File: src/rtl/nway_trace_request_scheduler.sv
// nway_trace_request_scheduler
//   Tracks up to NUM_SLOTS outstanding trace-driven memory requests.
//   Each slot walks FREE -> MAKE_REQ -> WAIT -> RETIRED -> FREE.
//   Memory issue is round-robin over MAKE_REQ slots; retirement follows
//   allocation order through a slot-id FIFO.
// Ports:
//   clk, rst_n : clock, asynchronous active-low reset
//   bus        : nway_trace_request_scheduler_if.slave (alloc / mem / retire / status)
// Build option:
//   NWAY_SCHED_ADDR_FILTER_EN : block allocation of an address already held
//                               by an occupied slot until that slot retires.

package nway_sched_pkg;
  // occupied = (state != SLOT_FREE), processing = (state == SLOT_WAIT)
  typedef enum logic [1:0] {
    SLOT_FREE     = 2'd0,
    SLOT_MAKE_REQ = 2'd1,
    SLOT_WAIT     = 2'd2,
    SLOT_RETIRED  = 2'd3
  } slot_state_e;
endpackage

// One tracker slot. Enables are mutually exclusive by construction: each
// only fires from the state it names.
module nway_sched_slot
  import nway_sched_pkg::*;
#(
  parameter int ADDR_WIDTH = 32,
  parameter int IDX_WIDTH  = 16
) (
  input  logic                  clk,
  input  logic                  rst_n,
  input  logic                  alloc_en,
  input  logic                  grant_en,
  input  logic                  rsp_en,
  input  logic                  retire_en,
  input  logic [ADDR_WIDTH-1:0] addr_d,
  input  logic [IDX_WIDTH-1:0]  idx_d,
  output slot_state_e           state_q,
  output logic [ADDR_WIDTH-1:0] addr_q,
  output logic [IDX_WIDTH-1:0]  idx_q
);
  always_ff @(posedge clk or negedge rst_n) begin
    if (!rst_n) begin
      state_q <= SLOT_FREE;
      addr_q  <= '0;
      idx_q   <= '0;
    end else if (alloc_en) begin
      state_q <= SLOT_MAKE_REQ;
      addr_q  <= addr_d;
      idx_q   <= idx_d;
    end else if (grant_en) begin
      state_q <= SLOT_WAIT;
    end else if (rsp_en) begin
      state_q <= SLOT_RETIRED;
    end else if (retire_en) begin
      state_q <= SLOT_FREE;
    end
  end
endmodule

module nway_trace_request_scheduler
  import nway_sched_pkg::*;
#(
  parameter int NUM_SLOTS  = 4,
  parameter int ADDR_WIDTH = 32,
  parameter int IDX_WIDTH  = 16
) (
  input logic clk,
  input logic rst_n,
  nway_trace_request_scheduler_if.slave bus
);
  localparam int TAG_WIDTH = $clog2(NUM_SLOTS);
  localparam int OCC_WIDTH = TAG_WIDTH + 1;

  slot_state_e                           slot_st [NUM_SLOTS];
  logic [NUM_SLOTS-1:0][ADDR_WIDTH-1:0]  slot_addr;
  logic [NUM_SLOTS-1:0][IDX_WIDTH-1:0]   slot_idx;
  logic [NUM_SLOTS-1:0]                  is_free, is_req, is_wait, is_done;
  logic [NUM_SLOTS-1:0]                  alloc_en, grant_en, rsp_en, retire_en;

  logic [NUM_SLOTS-1:0][TAG_WIDTH-1:0]   order_q;
  logic [TAG_WIDTH-1:0]                  head_ptr, tail_ptr, rr_ptr;
  logic [OCC_WIDTH-1:0]                  occ_q;
  logic                                  err_q;

  logic [TAG_WIDTH-1:0] alloc_slot, issue_slot, head_slot;
  logic                 alloc_ready, alloc_fire, mem_req, grant_fire;
  logic                 rsp_ok, retire_valid, retire_fire;

  always_comb begin
    for (int i = 0; i < NUM_SLOTS; i++) begin
      is_free[i] = (slot_st[i] == SLOT_FREE);
      is_req[i]  = (slot_st[i] == SLOT_MAKE_REQ);
      is_wait[i] = (slot_st[i] == SLOT_WAIT);
      is_done[i] = (slot_st[i] == SLOT_RETIRED);
    end
  end

  // Lowest-index free slot; descending scan so the smallest index wins.
  always_comb begin
    alloc_slot = '0;
    for (int i = NUM_SLOTS-1; i >= 0; i--)
      if (is_free[i]) alloc_slot = TAG_WIDTH'(i);
  end

`ifdef NWAY_SCHED_ADDR_FILTER_EN
  logic addr_hit;
  always_comb begin
    addr_hit = 1'b0;
    for (int i = 0; i < NUM_SLOTS; i++)
      if (!is_free[i] && slot_addr[i] == bus.alloc_addr_i) addr_hit = 1'b1;
  end
  assign alloc_ready = (|is_free) && !(bus.alloc_valid_i && addr_hit);
`else
  assign alloc_ready = |is_free;
`endif

  assign alloc_fire = bus.alloc_valid_i && alloc_ready;

  // First MAKE_REQ slot at or after rr_ptr; TAG_WIDTH arithmetic wraps
  // because NUM_SLOTS is a power of two.
  always_comb begin
    issue_slot = '0;
    for (int k = NUM_SLOTS-1; k >= 0; k--)
      if (is_req[rr_ptr + TAG_WIDTH'(k)]) issue_slot = rr_ptr + TAG_WIDTH'(k);
  end

  assign mem_req    = |is_req;
  assign grant_fire = mem_req && bus.mem_gnt_i;

  // A response is only legal against a slot already in WAIT; a response in
  // the same cycle as its grant still sees MAKE_REQ and is an error.
  assign rsp_ok = bus.mem_rvalid_i && is_wait[bus.mem_rtag_i];

  assign head_slot    = order_q[head_ptr];
  assign retire_valid = (occ_q != '0) && is_done[head_slot];
  assign retire_fire  = retire_valid && bus.retire_ready_i;

  for (genvar g = 0; g < NUM_SLOTS; g++) begin : g_slot
    assign alloc_en[g]  = alloc_fire  && (alloc_slot == TAG_WIDTH'(g));
    assign grant_en[g]  = grant_fire  && (issue_slot == TAG_WIDTH'(g));
    assign rsp_en[g]    = rsp_ok      && (bus.mem_rtag_i == TAG_WIDTH'(g));
    assign retire_en[g] = retire_fire && (head_slot == TAG_WIDTH'(g));

    nway_sched_slot #(.ADDR_WIDTH(ADDR_WIDTH), .IDX_WIDTH(IDX_WIDTH)) u_slot (
      .clk       (clk),
      .rst_n     (rst_n),
      .alloc_en  (alloc_en[g]),
      .grant_en  (grant_en[g]),
      .rsp_en    (rsp_en[g]),
      .retire_en (retire_en[g]),
      .addr_d    (bus.alloc_addr_i),
      .idx_d     (bus.alloc_idx_i),
      .state_q   (slot_st[g]),
      .addr_q    (slot_addr[g]),
      .idx_q     (slot_idx[g])
    );
  end

  // Order FIFO, RR pointer, occupancy and sticky error. occ_q doubles as
  // the FIFO fill level.
  always_ff @(posedge clk or negedge rst_n) begin
    if (!rst_n) begin
      order_q  <= '0;
      head_ptr <= '0;
      tail_ptr <= '0;
      rr_ptr   <= '0;
      occ_q    <= '0;
      err_q    <= 1'b0;
    end else begin
      if (alloc_fire) begin
        order_q[tail_ptr] <= alloc_slot;
        tail_ptr          <= tail_ptr + TAG_WIDTH'(1);
      end
      if (retire_fire) head_ptr <= head_ptr + TAG_WIDTH'(1);
      if (grant_fire)  rr_ptr   <= issue_slot + TAG_WIDTH'(1);
      occ_q <= occ_q + OCC_WIDTH'(alloc_fire) - OCC_WIDTH'(retire_fire);
      if (bus.mem_rvalid_i && !rsp_ok) err_q <= 1'b1;
    end
  end

  assign bus.alloc_ready_o  = alloc_ready;
  assign bus.mem_req_o      = mem_req;
  assign bus.mem_addr_o     = mem_req ? slot_addr[issue_slot] : '0;
  assign bus.mem_tag_o      = mem_req ? issue_slot : '0;
  assign bus.retire_valid_o = retire_valid;
  assign bus.retire_addr_o  = slot_addr[head_slot];
  assign bus.retire_idx_o   = slot_idx[head_slot];
  assign bus.occupancy_o    = occ_q;
  assign bus.proto_err_o    = err_q;
endmodule

File: src/rtl/nway_trace_request_scheduler_if.sv
// nway_trace_request_scheduler_if
//   Handshake bundle for the trace request scheduler.
//   slave  : scheduler side (drives *_o, samples *_i)
//   master : front end / memory / consumer side
//   Groups: alloc_* (trace front end), mem_* (cache memory port),
//           retire_* (in-order consumer), occupancy_o / proto_err_o (status).
interface nway_trace_request_scheduler_if #(
  parameter int NUM_SLOTS  = 4,
  parameter int ADDR_WIDTH = 32,
  parameter int IDX_WIDTH  = 16
);
  localparam int TAG_WIDTH = $clog2(NUM_SLOTS);
  localparam int OCC_WIDTH = TAG_WIDTH + 1;

  logic                  alloc_valid_i;
  logic                  alloc_ready_o;
  logic [ADDR_WIDTH-1:0] alloc_addr_i;
  logic [IDX_WIDTH-1:0]  alloc_idx_i;
  logic                  mem_req_o;
  logic [ADDR_WIDTH-1:0] mem_addr_o;
  logic [TAG_WIDTH-1:0]  mem_tag_o;
  logic                  mem_gnt_i;
  logic                  mem_rvalid_i;
  logic [TAG_WIDTH-1:0]  mem_rtag_i;
  logic                  retire_valid_o;
  logic                  retire_ready_i;
  logic [ADDR_WIDTH-1:0] retire_addr_o;
  logic [IDX_WIDTH-1:0]  retire_idx_o;
  logic [OCC_WIDTH-1:0]  occupancy_o;
  logic                  proto_err_o;

  modport slave (
    input  alloc_valid_i, alloc_addr_i, alloc_idx_i,
    input  mem_gnt_i, mem_rvalid_i, mem_rtag_i, retire_ready_i,
    output alloc_ready_o, mem_req_o, mem_addr_o, mem_tag_o,
    output retire_valid_o, retire_addr_o, retire_idx_o,
    output occupancy_o, proto_err_o
  );

  modport master (
    output alloc_valid_i, alloc_addr_i, alloc_idx_i,
    output mem_gnt_i, mem_rvalid_i, mem_rtag_i, retire_ready_i,
    input  alloc_ready_o, mem_req_o, mem_addr_o, mem_tag_o,
    input  retire_valid_o, retire_addr_o, retire_idx_o,
    input  occupancy_o, proto_err_o
  );
endinterface

File: src/flat_wrapper.sv
// flat-port wrapper written by rule: the top's interface ports become plain ports
module nway_trace_request_scheduler_flat import nway_sched_pkg::*;
#(
  parameter int NUM_SLOTS  = 4,
  parameter int ADDR_WIDTH = 32,
  parameter int IDX_WIDTH  = 16
)
  (clk, rst_n, bus_alloc_valid_i, bus_alloc_addr_i, bus_alloc_idx_i, bus_mem_gnt_i, bus_mem_rvalid_i, bus_mem_rtag_i, bus_retire_ready_i, bus_alloc_ready_o, bus_mem_req_o, bus_mem_addr_o, bus_mem_tag_o, bus_retire_valid_o, bus_retire_addr_o, bus_retire_idx_o, bus_occupancy_o, bus_proto_err_o);
  nway_trace_request_scheduler_if #(.NUM_SLOTS(NUM_SLOTS), .ADDR_WIDTH(ADDR_WIDTH), .IDX_WIDTH(IDX_WIDTH)) bus_i ();
  input logic clk;
  input logic rst_n;
  input wire logic [$bits(bus_i.alloc_valid_i)-1:0] bus_alloc_valid_i;
  input wire logic [$bits(bus_i.alloc_addr_i)-1:0] bus_alloc_addr_i;
  input wire logic [$bits(bus_i.alloc_idx_i)-1:0] bus_alloc_idx_i;
  input wire logic [$bits(bus_i.mem_gnt_i)-1:0] bus_mem_gnt_i;
  input wire logic [$bits(bus_i.mem_rvalid_i)-1:0] bus_mem_rvalid_i;
  input wire logic [$bits(bus_i.mem_rtag_i)-1:0] bus_mem_rtag_i;
  input wire logic [$bits(bus_i.retire_ready_i)-1:0] bus_retire_ready_i;
  output wire logic [$bits(bus_i.alloc_ready_o)-1:0] bus_alloc_ready_o;
  output wire logic [$bits(bus_i.mem_req_o)-1:0] bus_mem_req_o;
  output wire logic [$bits(bus_i.mem_addr_o)-1:0] bus_mem_addr_o;
  output wire logic [$bits(bus_i.mem_tag_o)-1:0] bus_mem_tag_o;
  output wire logic [$bits(bus_i.retire_valid_o)-1:0] bus_retire_valid_o;
  output wire logic [$bits(bus_i.retire_addr_o)-1:0] bus_retire_addr_o;
  output wire logic [$bits(bus_i.retire_idx_o)-1:0] bus_retire_idx_o;
  output wire logic [$bits(bus_i.occupancy_o)-1:0] bus_occupancy_o;
  output wire logic [$bits(bus_i.proto_err_o)-1:0] bus_proto_err_o;
  assign bus_i.alloc_valid_i = bus_alloc_valid_i;
  assign bus_i.alloc_addr_i = bus_alloc_addr_i;
  assign bus_i.alloc_idx_i = bus_alloc_idx_i;
  assign bus_i.mem_gnt_i = bus_mem_gnt_i;
  assign bus_i.mem_rvalid_i = bus_mem_rvalid_i;
  assign bus_i.mem_rtag_i = bus_mem_rtag_i;
  assign bus_i.retire_ready_i = bus_retire_ready_i;
  assign bus_alloc_ready_o = bus_i.alloc_ready_o;
  assign bus_mem_req_o = bus_i.mem_req_o;
  assign bus_mem_addr_o = bus_i.mem_addr_o;
  assign bus_mem_tag_o = bus_i.mem_tag_o;
  assign bus_retire_valid_o = bus_i.retire_valid_o;
  assign bus_retire_addr_o = bus_i.retire_addr_o;
  assign bus_retire_idx_o = bus_i.retire_idx_o;
  assign bus_occupancy_o = bus_i.occupancy_o;
  assign bus_proto_err_o = bus_i.proto_err_o;
  nway_trace_request_scheduler #(.NUM_SLOTS(NUM_SLOTS), .ADDR_WIDTH(ADDR_WIDTH), .IDX_WIDTH(IDX_WIDTH)) u_core (.clk(clk), .rst_n(rst_n), .bus(bus_i));
endmodule
File: config.mk
export PLATFORM = sky130hd
export DESIGN_NAME = nway_trace_request_scheduler_flat
export DESIGN_NICKNAME = d
export VERILOG_FILES = /design/src/rtl/nway_trace_request_scheduler.sv /design/src/rtl/nway_trace_request_scheduler_if.sv /design/src/flat_wrapper.sv
export SDC_FILE = /design/constraint.sdc
export NUM_CORES = 1
export LEC_CHECK = 0
export ABC_CLOCK_PERIOD_IN_PS = 4900
export CAP_MARGIN = 20
export CORE_ASPECT_RATIO = 0.75
export CORE_MARGIN = 2
export CORE_UTILIZATION = 45
export CTS_CLUSTER_SIZE = 16
export DETAILED_ROUTE_END_ITERATION = 10
export GPL_TIMING_DRIVEN = 0
export PLACE_DENSITY_LB_ADDON = 0.2
export RECOVER_POWER = 100
export REMOVE_ABC_BUFFERS = 1
export SLEW_MARGIN = 30
export SYNTH_ARGS = -nofsm -noshare
export SYNTH_HDL_FRONTEND = slang
export SYNTH_SLANG_ARGS = --single-unit
export TNS_END_PERCENT = 100
File: constraint.sdc
create_clock -name clk -period 4.9 [get_ports clk]
set_input_delay 0.735 -clock clk [delete_from_list [all_inputs] [get_ports clk]]
set_output_delay 0.735 -clock clk [all_outputs]
set_load 0.02 [all_outputs]
==> impl_metrics.toml, run 1 <==
[placement]
dp_cells = 1154
gp_congestion = 0.810
pre_cts_ws_ps = 1130
io_buffers = 144
dp_hpwl_mm = 17.9

[clock_network]
hold_buffers = 0
htree_levels = 1
cts_made_buffers = 25
cts_tree = "done"
cts-root-buf = "clkbuf_16"
cts_setup_buffers = 0
numClockSinks = 218
ctsResizeCount = 0
clockBufferDepth = 3
path_clk_slew_ps = 60
insertion_delay_ps = 510

[critical_path]
r2r_start = "u_core.g_slot[0].u_slot.state_q[0]$_DFFE_PN0P_"
rrSetupSlack_ps = 760
worstPathRequired_ps = 4160
crit_chain = "mux4_2, buf_16, mux2_1, mux2i_1, o31a_1, dlygate4sd3_1"
crit_type = "reg2out"
worstReg2RegEnd = "u_core.g_slot[0].u_slot.idx_q[12]$_DFFE_PN0P_"
end_kind = "output pin"
slowest_delay_ps = 1040
cp-start-kind = "flip-flop"
worstPathMaxFanout = 32
crit_path_top_delay_cell = "mux4_2"
crit_arrival_ps = 3700
reg2regPathDepth = 4

[logic_synthesis]
synth_area_sq_um = 10800
syn_inst = 739
synth_flop_cell = "dfrtp_1"
ys_seq_area_share_pct = 50.4
yosysUniqueCellTypes = 54
synth-edff-count = 0
synth.avg_cell_area_sq_um = 14.6
ys_seq_elements = 218
yosysWarnings = 0
async_flop_share_pct = 100

[die]
initial_core_util_pct = 45.5
io_pins = 145
die_h_microns = 138
rows = 49
die_x_microns = 183
dieArea_sq_um = 25300
core_sq_um = 23800

[final_layout]
final_cells = 1195
syn_to_final_growth_pct = 22.9
antenna_cells = 0
fin_nets = 938
drive_gt1_share_pct = 33.3
fillers = 1909

[global_route]
grt_pass1_vias = 7698
grt_max_degree = 82
grtUsageTotal_pct = 21.5
gr-total-overflow = 0
antenna_found_initial = 0
grt_pass1_wl_mm = 42.7

[timing]
period_minus_slack_ps = 4430
hold_violations = 0
rsz0062_at_grt = "false"
finalSetupViolations = 0
setup_tns_ps = 0
fmax_ghz = 0.226
slew_violations = 190
fin_crit_sh_pct = 90.5
finalClockSkew_ps = 10.1
setup_slack_ps = 466
whs_ps = 483
slew_headroom_pct = -149
worst_pin_slew_ps = 3730

[outcome]
status = "finished with violations"
violations = "max-capacitance violations, max-slew violations"

[min_path]
holdPathEnd = "u_core.bus.proto_err_o$_DFFE_PN0P_"
whs_path_depth = 1
min-delay-start = "u_core.bus.proto_err_o$_DFFE_PN0P_"
hold_path.class = "reg2reg"

[routing]
antenna_left = 0
vias = 7015
routed_via_density = 5.87
drc = 0
drt_iter0_markers = 429
first_pass_iters = 5
wl_mm = 27.0
wl_per_cell_microns = 22.6

[flow_run]
maxCapViolations = 6
cell usage in the layout (no fill, tap or decap), types with 3 or more instances in the layout:
cell type	instances
clkdlybuf4s50_1	54
mux2_1	3
nand2_2	4
nand3b_1	3
mux4_2	50
inv_1	9
clkbuf_8	4
mux2_2	196
o21bai_1	3
nand3_1	3
nand2_1	12
nand2b_1	7
nor2_1	11
xnor2_1	5
nor2b_1	3
dfrtp_1	218
clkbuf_1	20
a21oi_1	3
a21o_1	3
a22o_1	5
mux2i_1	65
dlygate4sd3_1	89
o21ai_0	9
clkbuf_16	25
ha_1	6
o22ai_1	34
buf_16	6
worst max path at each step:
stage / start / endpoint / slack [ps] / cells after the start
floorplan: u_core.g_slot[3].u_slot.state_q[0]$_DFFE_PN0P_ / bus_mem_addr_o[0] / 350 / 5
global placement: rst_n / u_core.g_slot[0].u_slot.idx_q[2]$_DFFE_PN0P_ / -5430 / 1
detailed placement: u_core.head_ptr[0]$_DFFE_PN0P_ / bus_retire_valid_o / 1130 / 6
CTS: u_core.head_ptr[0]$_DFFE_PN0P_ / bus_retire_valid_o / 560 / 6
global route: u_core.head_ptr[0]$_DFFE_PN0P_ / bus_retire_valid_o / 220 / 6
finish: u_core.head_ptr[0]$_DFFE_PN0P_ / bus_retire_valid_o / 470 / 6
sequential cells by signal (all words and copies together) (netlist names):
name,flops
u_core.bus.occupancy_o,3
u_core.bus.proto_err_o,1
u_core.g_slot.u_slot.addr_q,128
u_core.g_slot.u_slot.idx_q,64
u_core.g_slot.u_slot.state_q,8
u_core.head_ptr,2
u_core.order_q,8
u_core.rr_ptr,2
u_core.tail_ptr,2
worst max-delay path, delay by kind of cell (launching register included):
family	cells	cell delay [ps]
AOI/OAI and AO/OA	1	150
buffers and inverters	2	1000
DFF	1	460
muxes	3	1560
metrics by stage:
step	cell area [sq um]	utilization, %
after floorplan	10500	-
after global placement	12300	51.9
after detailed placement	12700	53.5
after CTS	13500	56.6
after global routing	13300	55.9
final	13300	55.9
synth_stat cells (5+ instances only):
| cell type | number | area (sq um) |
|---|---|---|
| buf_6 | 5 | 56.3 |
| clkbuf_1 | 9 | 33.8 |
| mux2_2 | 198 | 2230 |
| nand2_1 | 12 | 45.0 |
| mux4_2 | 50 | 1130 |
| o21ai_0 | 9 | 45.0 |
| inv_1 | 9 | 33.8 |
| buf_2 | 30 | 150 |
| buf_4 | 10 | 75.1 |
| mux2i_1 | 65 | 651 |
| ha_1 | 6 | 75.1 |
| a22o_1 | 5 | 43.8 |
| nor2_1 | 11 | 41.3 |
| dfrtp_1 | 218 | 5460 |
| o22ai_1 | 32 | 200 |
| xnor2_1 | 5 | 43.8 |
| nand2b_1 | 7 | 43.8 |
final cells by class:
cell class,count,area (sq um),area share (%)
clock buffer,39,718,5.40
inverter,10,37.5,0.282
clock inverter,2,10.0,0.0752
tap,306,383,2.88
sequential,218,5460,41.0
multi-input combinational,457,5000,37.6
timing repair buffer,163,1700,12.8
cells by family (layout without fill, tap and decap cells):
kind of cell / count (synthesis) / after routing / synth area share (%)
DFF: 218 / 218 / 50.4
xor gates and xnor gates: 6 / 6 / 0.485
AOI/OAI and AO/OA: 69 / 69 / 4.47
buffers and inverters: 64 / 214 / 3.26
muxes: 314 / 314 / 37.1
adders and majority gates: 7 / 7 / 0.878
and+or+nand+nor: 61 / 61 / 3.36
metal layers:
metal | wire [microns] | part of all wire, % | vias up | GRT usage [%]
met4 | 714 | 2.6 | 0 | 6.27
met5 | 0 | 0 | - | 0
met2 | 13300 | 49 | 201 | 36.4
li1 | - | - | 3044 | -
met1 | 11200 | 42 | 3710 | 27.5
met3 | 1690 | 6.3 | 60 | 5.11
Power of run 1 is left out: the tool's default activity adds up to more than one toggle a clock period on the data nets, which glitch-free logic cannot reach.
==> run 2, diff against run 1 <==
Settings changed: ABC_AREA from default to 1, RECOVER_POWER 100 to default.
==> impl_metrics.toml, run 2 <==
[outcome]
status = "finished clean"

[critical_path]
crit_top_cell = "nand2_1"
slowest_delay_ps = 680
cp-start-kind = "flip-flop"
crit_path_top_delay_cell = "clkdlybuf4s50_1"
crit_chain = "inv_4, nand3_1, nand2_1, nand2_1, nand2_1, inv_2, nand2_1, nand2_1, nand2_4, buf_12, nand2_8, buf_12, nand2_1, nand3_1, a21oi_1, clkdlybuf4s50_1"
end_kind = "output pin"
worstPathMaxFanout = 38
worstPathRequired_ps = 4160
crit_arrival_ps = 3980
crit_type = "reg2out"

[timing]
period_minus_slack_ps = 4720
setup_slack_ps = 182
fin_crit_sh_pct = 96.3
finalClockSkew_ps = 16.8
worst_pin_slew_ps = 672
finalSetupViolations = 0
fmax_ghz = 0.212
hold_violations = 0
slew_headroom_pct = 55.1
slew_violations = 0

[final_layout]
final_cells = 1843
layout_common_cells = "419 x nand2_1, 218 x dfrtp_1, 178 x o21ai_0, 143 x clkdlybuf4s50_1, 142 x inv_1"
regMostFlops = "u_core.g_slot.u_slot.addr_q"
drive_gt1_share_pct = 5.42
syn_to_final_growth_pct = 24.8
layout_commonest_cell = "nand2_1"
antenna_cells = 0
largest_reg_flops = 128
fin_nets = 1558
finish.utilization_pct = 57.3
top_regs = "u_core.g_slot.u_slot.addr_q (128), u_core.g_slot.u_slot.idx_q (64)"

[routing]
vias = 10038
drc = 0
routed_via_density = 5.45
first_pass_iters = 5
drt_iter0_markers = 896
wl_mm = 31.2
wl_per_cell_microns = 16.9
antenna_left = 0

[flow_run]
maxCapViolations = 0

[logic_synthesis]
synth_top_area_share_pct = 49.6
syn_inst = 1399
async_flop_share_pct = 100
yosysUniqueCellTypes = 33
yosysWarnings = 0
post-synth-top-count-cell = "nand2_1"
synth_area_sq_um = 11000
synth-edff-count = 0
synth.avg_cell_area_sq_um = 7.87
synth_top_cell_by_area = "dfrtp_1"
netlist_top_cells_area = "dfrtp_1 50%, nand2_1 14%, o21ai_0 8.1%, nand3_1 6.5%, inv_1 4.9%"
ys_seq_area_share_pct = 49.6
ys_seq_elements = 218
synth_flop_cell = "dfrtp_1"
yosys-top-cells-count = "423 x nand2_1, 218 x dfrtp_1, 178 x o21ai_0"

[die]
dieArea_sq_um = 25700
initial_core_util_pct = 45.9
die_h_microns = 139
die_x_microns = 185
io_pins = 145
rows = 49
core_sq_um = 24000

[clock_network]
clockBufferDepth = 3
cts_made_buffers = 24
hold_buffers = 0
htree_levels = 1
cts_tree = "done"
path_clk_slew_ps = 60
insertion_delay_ps = 520
cts-root-buf = "clkbuf_16"
numClockSinks = 218

[global_route]
grt_pass1_wl_mm = 50.2
grt_pass1_vias = 9500
grtUsageTotal_pct = 24.4
antenna_found_initial = 0
gr-total-overflow = 0
grt_max_degree = 70

[placement]
gp_congestion = 0.802
pre_cts_ws_ps = 420
dp_cells = 1800
dp_hpwl_mm = 19.4
io_buffers = 144

[min_path]
hold_path.class = "in2async"
## run 2: changes by cell type in the layout (fill, tap and decap cells not counted), sizes merged, moves of 65 or more
cell	change
mux2i	-65
nand3	+139
nand2	+410
clkdlybuf4s50	+89
o21ai	+196
mux2	-199
dlygate4sd3	-89
inv	+142
## run 2: metal layers
| layer | share of wire [%] | track usage (%) | wire length, microns |
|---|---|---|---|
| met1 | 47 | 37.0 | 14700 |
| met2 | 44 | 36.9 | 13700 |
| met3 | 7.1 | 3.61 | 2210 |
| met4 | 1.7 | 5.31 | 527 |
| met5 | 0 | 0 | 0 |
## run 2: cell families after synthesis
logic type | share of synthesized area (%)
AND/OR/NAND/NOR | 21.9
AO/OA/AOI/OAI | 17.9
buffers and inverters | 9.38
flip-flops | 49.6
adder cells (fa/ha/maj) | 0.864
XOR/XNOR | 0.318
## run 2: through the flow
stage          hold slack [ps]   TNS, ps  instance area, sq um
2_1_floorplan              439         0                 10600
3_3_place_gp               443  -1505770                 12400
3_5_place_dp               457         0                 12900
4_1_cts                    135         0                 13700
5_1_grt                    139     -15.2                 13700
6_report                   122         0                 13700
## run 2: area by class of cell
| cell class | count | area, sq um |
|---|---|---|
| sequential | 218 | 5460 |
| inverter | 153 | 584 |
| clock buffer | 30 | 653 |
| clock inverter | 13 | 158 |
| tap | 331 | 414 |
| timing repair buffer | 161 | 1860 |
| fill | 2180 | 10200 |
| multi-input combinational | 937 | 4610 |
## run 2: timing repair
action,CTS,global route
resized for setup,1,4
buffers inserted,0,0
setup endpoints to repair,15,27
## run 2: path summary, 6_finish.rpt
check,startpoint,endpoint,slack [ps],cells after the start
worst max-delay path,u_core.rr_ptr[0]$_DFFE_PN0P_,bus_mem_addr_o[18],180,16
worst min-delay path,rst_n,u_core.bus.occupancy_o[1]$_DFF_PN0_,120,1
worst max register to register,u_core.head_ptr[0]$_DFFE_PN0P_,u_core.bus.occupancy_o[2]$_DFF_PN0_,1260,17
worst min register to register,u_core.bus.proto_err_o$_DFFE_PN0P_,u_core.bus.proto_err_o$_DFFE_PN0P_,470,1
max in group asynchronous,rst_n,u_core.g_slot[0].u_slot.addr_q[23]$_DFFE_PN0P_,3490,4
min in group clk,u_core.bus.proto_err_o$_DFFE_PN0P_,u_core.bus.proto_err_o$_DFFE_PN0P_,470,1
## run 2: worst max-delay path: cells and delay by family, from the launching register on
family          cells  cell delay (ps)
buf+inv             5             1410
compound gates      1              380
flops               1              510
simple gates       10             1150
Power of run 2 is left out for the same reason.
==> variant, RTL diff (flow settings as in run 2) <==
`IDX_WIDTH` is set to 16 in 4 places; all go to 15.
--- a/src/rtl/nway_trace_request_scheduler.sv
+++ b/src/rtl/nway_trace_request_scheduler.sv
@@ -27,5 +27,5 @@
 #(
   parameter int ADDR_WIDTH = 32,
-  parameter int IDX_WIDTH  = 16
+  parameter int IDX_WIDTH  = 15
 ) (
   input  logic                  clk,
@@ -65,5 +65,5 @@
   parameter int NUM_SLOTS  = 4,
   parameter int ADDR_WIDTH = 32,
-  parameter int IDX_WIDTH  = 16
+  parameter int IDX_WIDTH  = 15
 ) (
   input logic clk,
--- a/src/rtl/nway_trace_request_scheduler_if.sv
+++ b/src/rtl/nway_trace_request_scheduler_if.sv
@@ -8,5 +8,5 @@
   parameter int NUM_SLOTS  = 4,
   parameter int ADDR_WIDTH = 32,
-  parameter int IDX_WIDTH  = 16
+  parameter int IDX_WIDTH  = 15
 );
   localparam int TAG_WIDTH = $clog2(NUM_SLOTS);
--- a/src/flat_wrapper.sv
+++ b/src/flat_wrapper.sv
@@ -4,5 +4,5 @@
   parameter int NUM_SLOTS  = 4,
   parameter int ADDR_WIDTH = 32,
-  parameter int IDX_WIDTH  = 16
+  parameter int IDX_WIDTH  = 15
 )
   (clk, rst_n, bus_alloc_valid_i, bus_alloc_addr_i, bus_alloc_idx_i, bus_mem_gnt_i, bus_mem_rvalid_i, bus_mem_rtag_i, bus_retire_ready_i, bus_alloc_ready_o, bus_mem_req_o, bus_mem_addr_o, bus_mem_tag_o, bus_retire_valid_o, bus_retire_addr_o, bus_retire_idx_o, bus_occupancy_o, bus_proto_err_o);
Ports: changed (resized bus_alloc_idx_i and bus_retire_idx_o); port bits go from 145 to 143. No check against the original RTL was run, so the function may have changed too.
==> variant against run 2 <==
Via count is 2.8% lower; final area is 2.5% lower; setup slack better by 0.045 ns; final cell count is 2.6% lower; routed wire length is 1.3% lower; sequential cell count is 4 lower; critical endpoint unchanged; synthesized area is 1.2% lower.
Power is not shown: default switching activity piles up to over one toggle a cycle in this logic, so the estimate is an artifact.
==> variant: results (changes against run 2) <==
INFO  status         run_status=finished clean [unchanged]
INFO  timing         tightest_slew=0.990ns [was 0.672 ns]
INFO  logic_synthesis synth_async_sr_flop_share=100% [unchanged]
INFO  critical_path  worst_setup_path_startpoint=u_core.g_slot[3].u_slot.state_q[0]$_DFFE_PN0P_ [was u_core.rr_ptr[0]$_DFFE_PN0P_]
INFO  critical_path  r2r_slack=1.01ns [was 1.26 ns]
INFO  placed_design  port_buffers=142 [was 144]
INFO  logic_synthesis synth_area_leaders=dfrtp_1, nand2_1, o21ai_0 [unchanged]
INFO  logic_synthesis synthTopCellsByCount=nand2_1, dfrtp_1, o21ai_0 [unchanged]
INFO  drt            firstDrtPassIters=5 [unchanged]
INFO  cells_and_area antenna_cells=0 [unchanged]
INFO  logic_synthesis synth_adder_area_share=0.874% [was 0.864%]
INFO  drt            finalWirelength=30,800um [was 31,200 um]
INFO  cells_and_area fraction_of_layout_instances_using_a_drive_strength_above_1=5.57% [was 5.42%]
INFO  timing         fin_skew=0.00995ns [was 0.0168 ns]
INFO  grt            wire_length_of_the_first_global_routing_pass=49,400um [was 50,200 um]
INFO  critical_path  crit_end=bus_mem_addr_o[18] [unchanged]
INFO  placed_design  detailed_place_hpwl=18,600um [was 19,400 um]
INFO  logic_synthesis synth_cell_types=31 [was 33]
INFO  cells_and_area final_net_count=1,538 [was 1,558]
INFO  cells_and_area registers_with_the_most_flip_flops=u_core.g_slot.u_slot.addr_q x128, u_core.g_slot.u_slot.idx_q x60 [was u_core.g_slot.u_slot.addr_q x128, u_core.g_slot.u_slot.idx_q x64]
INFO  logic_synthesis synth_compound_gate_area_share=17.7% [was 17.9%]
INFO  clock_tree     clockBufferDepth=3 [unchanged]
INFO  grt            grtUsageTotal=24.0% [was 24.4%]
INFO  critical_path  crit_path_max_fanout=35 [was 38]
INFO  critical_path  timing.reg2reg.worst_path_depth=17 [unchanged]
INFO  critical_path  start_kind=register [unchanged]
INFO  logic_synthesis ys_seq_area_share=49.2% [was 49.6%]
INFO  drt            iteration_0_drc_count_of_the_detailed_router=800 [was 896]
INFO  placed_design  routabilityCongestion=0.795 [was 0.802]
INFO  grt            grt_pass1_vias=9,246 [was 9,500]
INFO  clock_tree     tritoncts.num_buffers=23 [was 24]
INFO  placed_design  place_area=12,700um^2 [was 12,900 um^2]
INFO  clock_tree     post-cts-setup-buffers=0 [unchanged]
INFO  grt            grt_start_max_net_pins=87 [was 70]
INFO  hold_path      min-delay-path-class=in2async [unchanged]
INFO  cells_and_area layout.filler_cells=2,210 [was 2,180]
INFO  logic_synthesis synth_xor_area_share=0.483% [was 0.318%]
INFO  drt            avgViaCountPerCell=5.43 [was 5.45]
-- variant: metrics by stage --
step / util, % / instances / hold WS (ns) / TNS, ns / worst slack, ns
floorplan: - / 1291 / 0.439 / 0 / 0.701
global placement: 51.2 / 1739 / 0.442 / -1431.38 / -6.23
detailed placement: 53.1 / 1756 / 0.458 / 0 / 0.459
CTS: 56.1 / 1794 / 0.130 / 0 / 0.0984
global route: 56.2 / 1795 / 0.141 / 0 / 0.0144
finish: 56.2 / 1795 / 0.121 / 0 / 0.227
-- variant: cell type report --
cell class	instances	share of cell area, %
sequential	214	40.0
clock inverter	5	0.402
multi-input combinational	925	34.3
inverter	153	4.32
tap	306	2.86
timing repair buffer	159	13.4
clock buffer	33	4.80
-- variant: kinds of logic after synthesis --
logic type,count (synthesis)
AO/OA/AOI/OAI,330
XOR/XNOR,6
adder cells (fa/ha/maj),7
buffers and inverters,243
flip-flops,214
AND/OR/NAND/NOR,581
-- variant: metal layers --
metal / share of wire (%) / global-route usage, % / wire [um]
met1: 46 / 35.8 / 14100
met2: 45 / 36.0 / 13700
met3: 7.8 / 4.65 / 2390
met4: 1.9 / 5.98 / 571
met5: 0 / 0 / 0
-- variant: timing repair --
item                       4_1_cts  5_1_grt
gates resized for setup          3        1
gates cloned                     0        1
setup endpoints to repair        4       12
hold buffers                     0        0
pin swaps                        0        0
-- variant: worst max-delay path, cell delays in order (launching register included) --
cell and delay (ns):
dfrtp_1 0.46, inv_2 0.07, nor2_2 0.15, nand2_1 0.07, nand2_1 0.09, nand2_1 0.08
nand2_1 0.07, nand2_1 0.05, nand2_1 0.07, nand2_2 0.55, inv_4 0.69, nand2_1 0.10
a21oi_1 0.29, clkdlybuf4s50_1 0.67
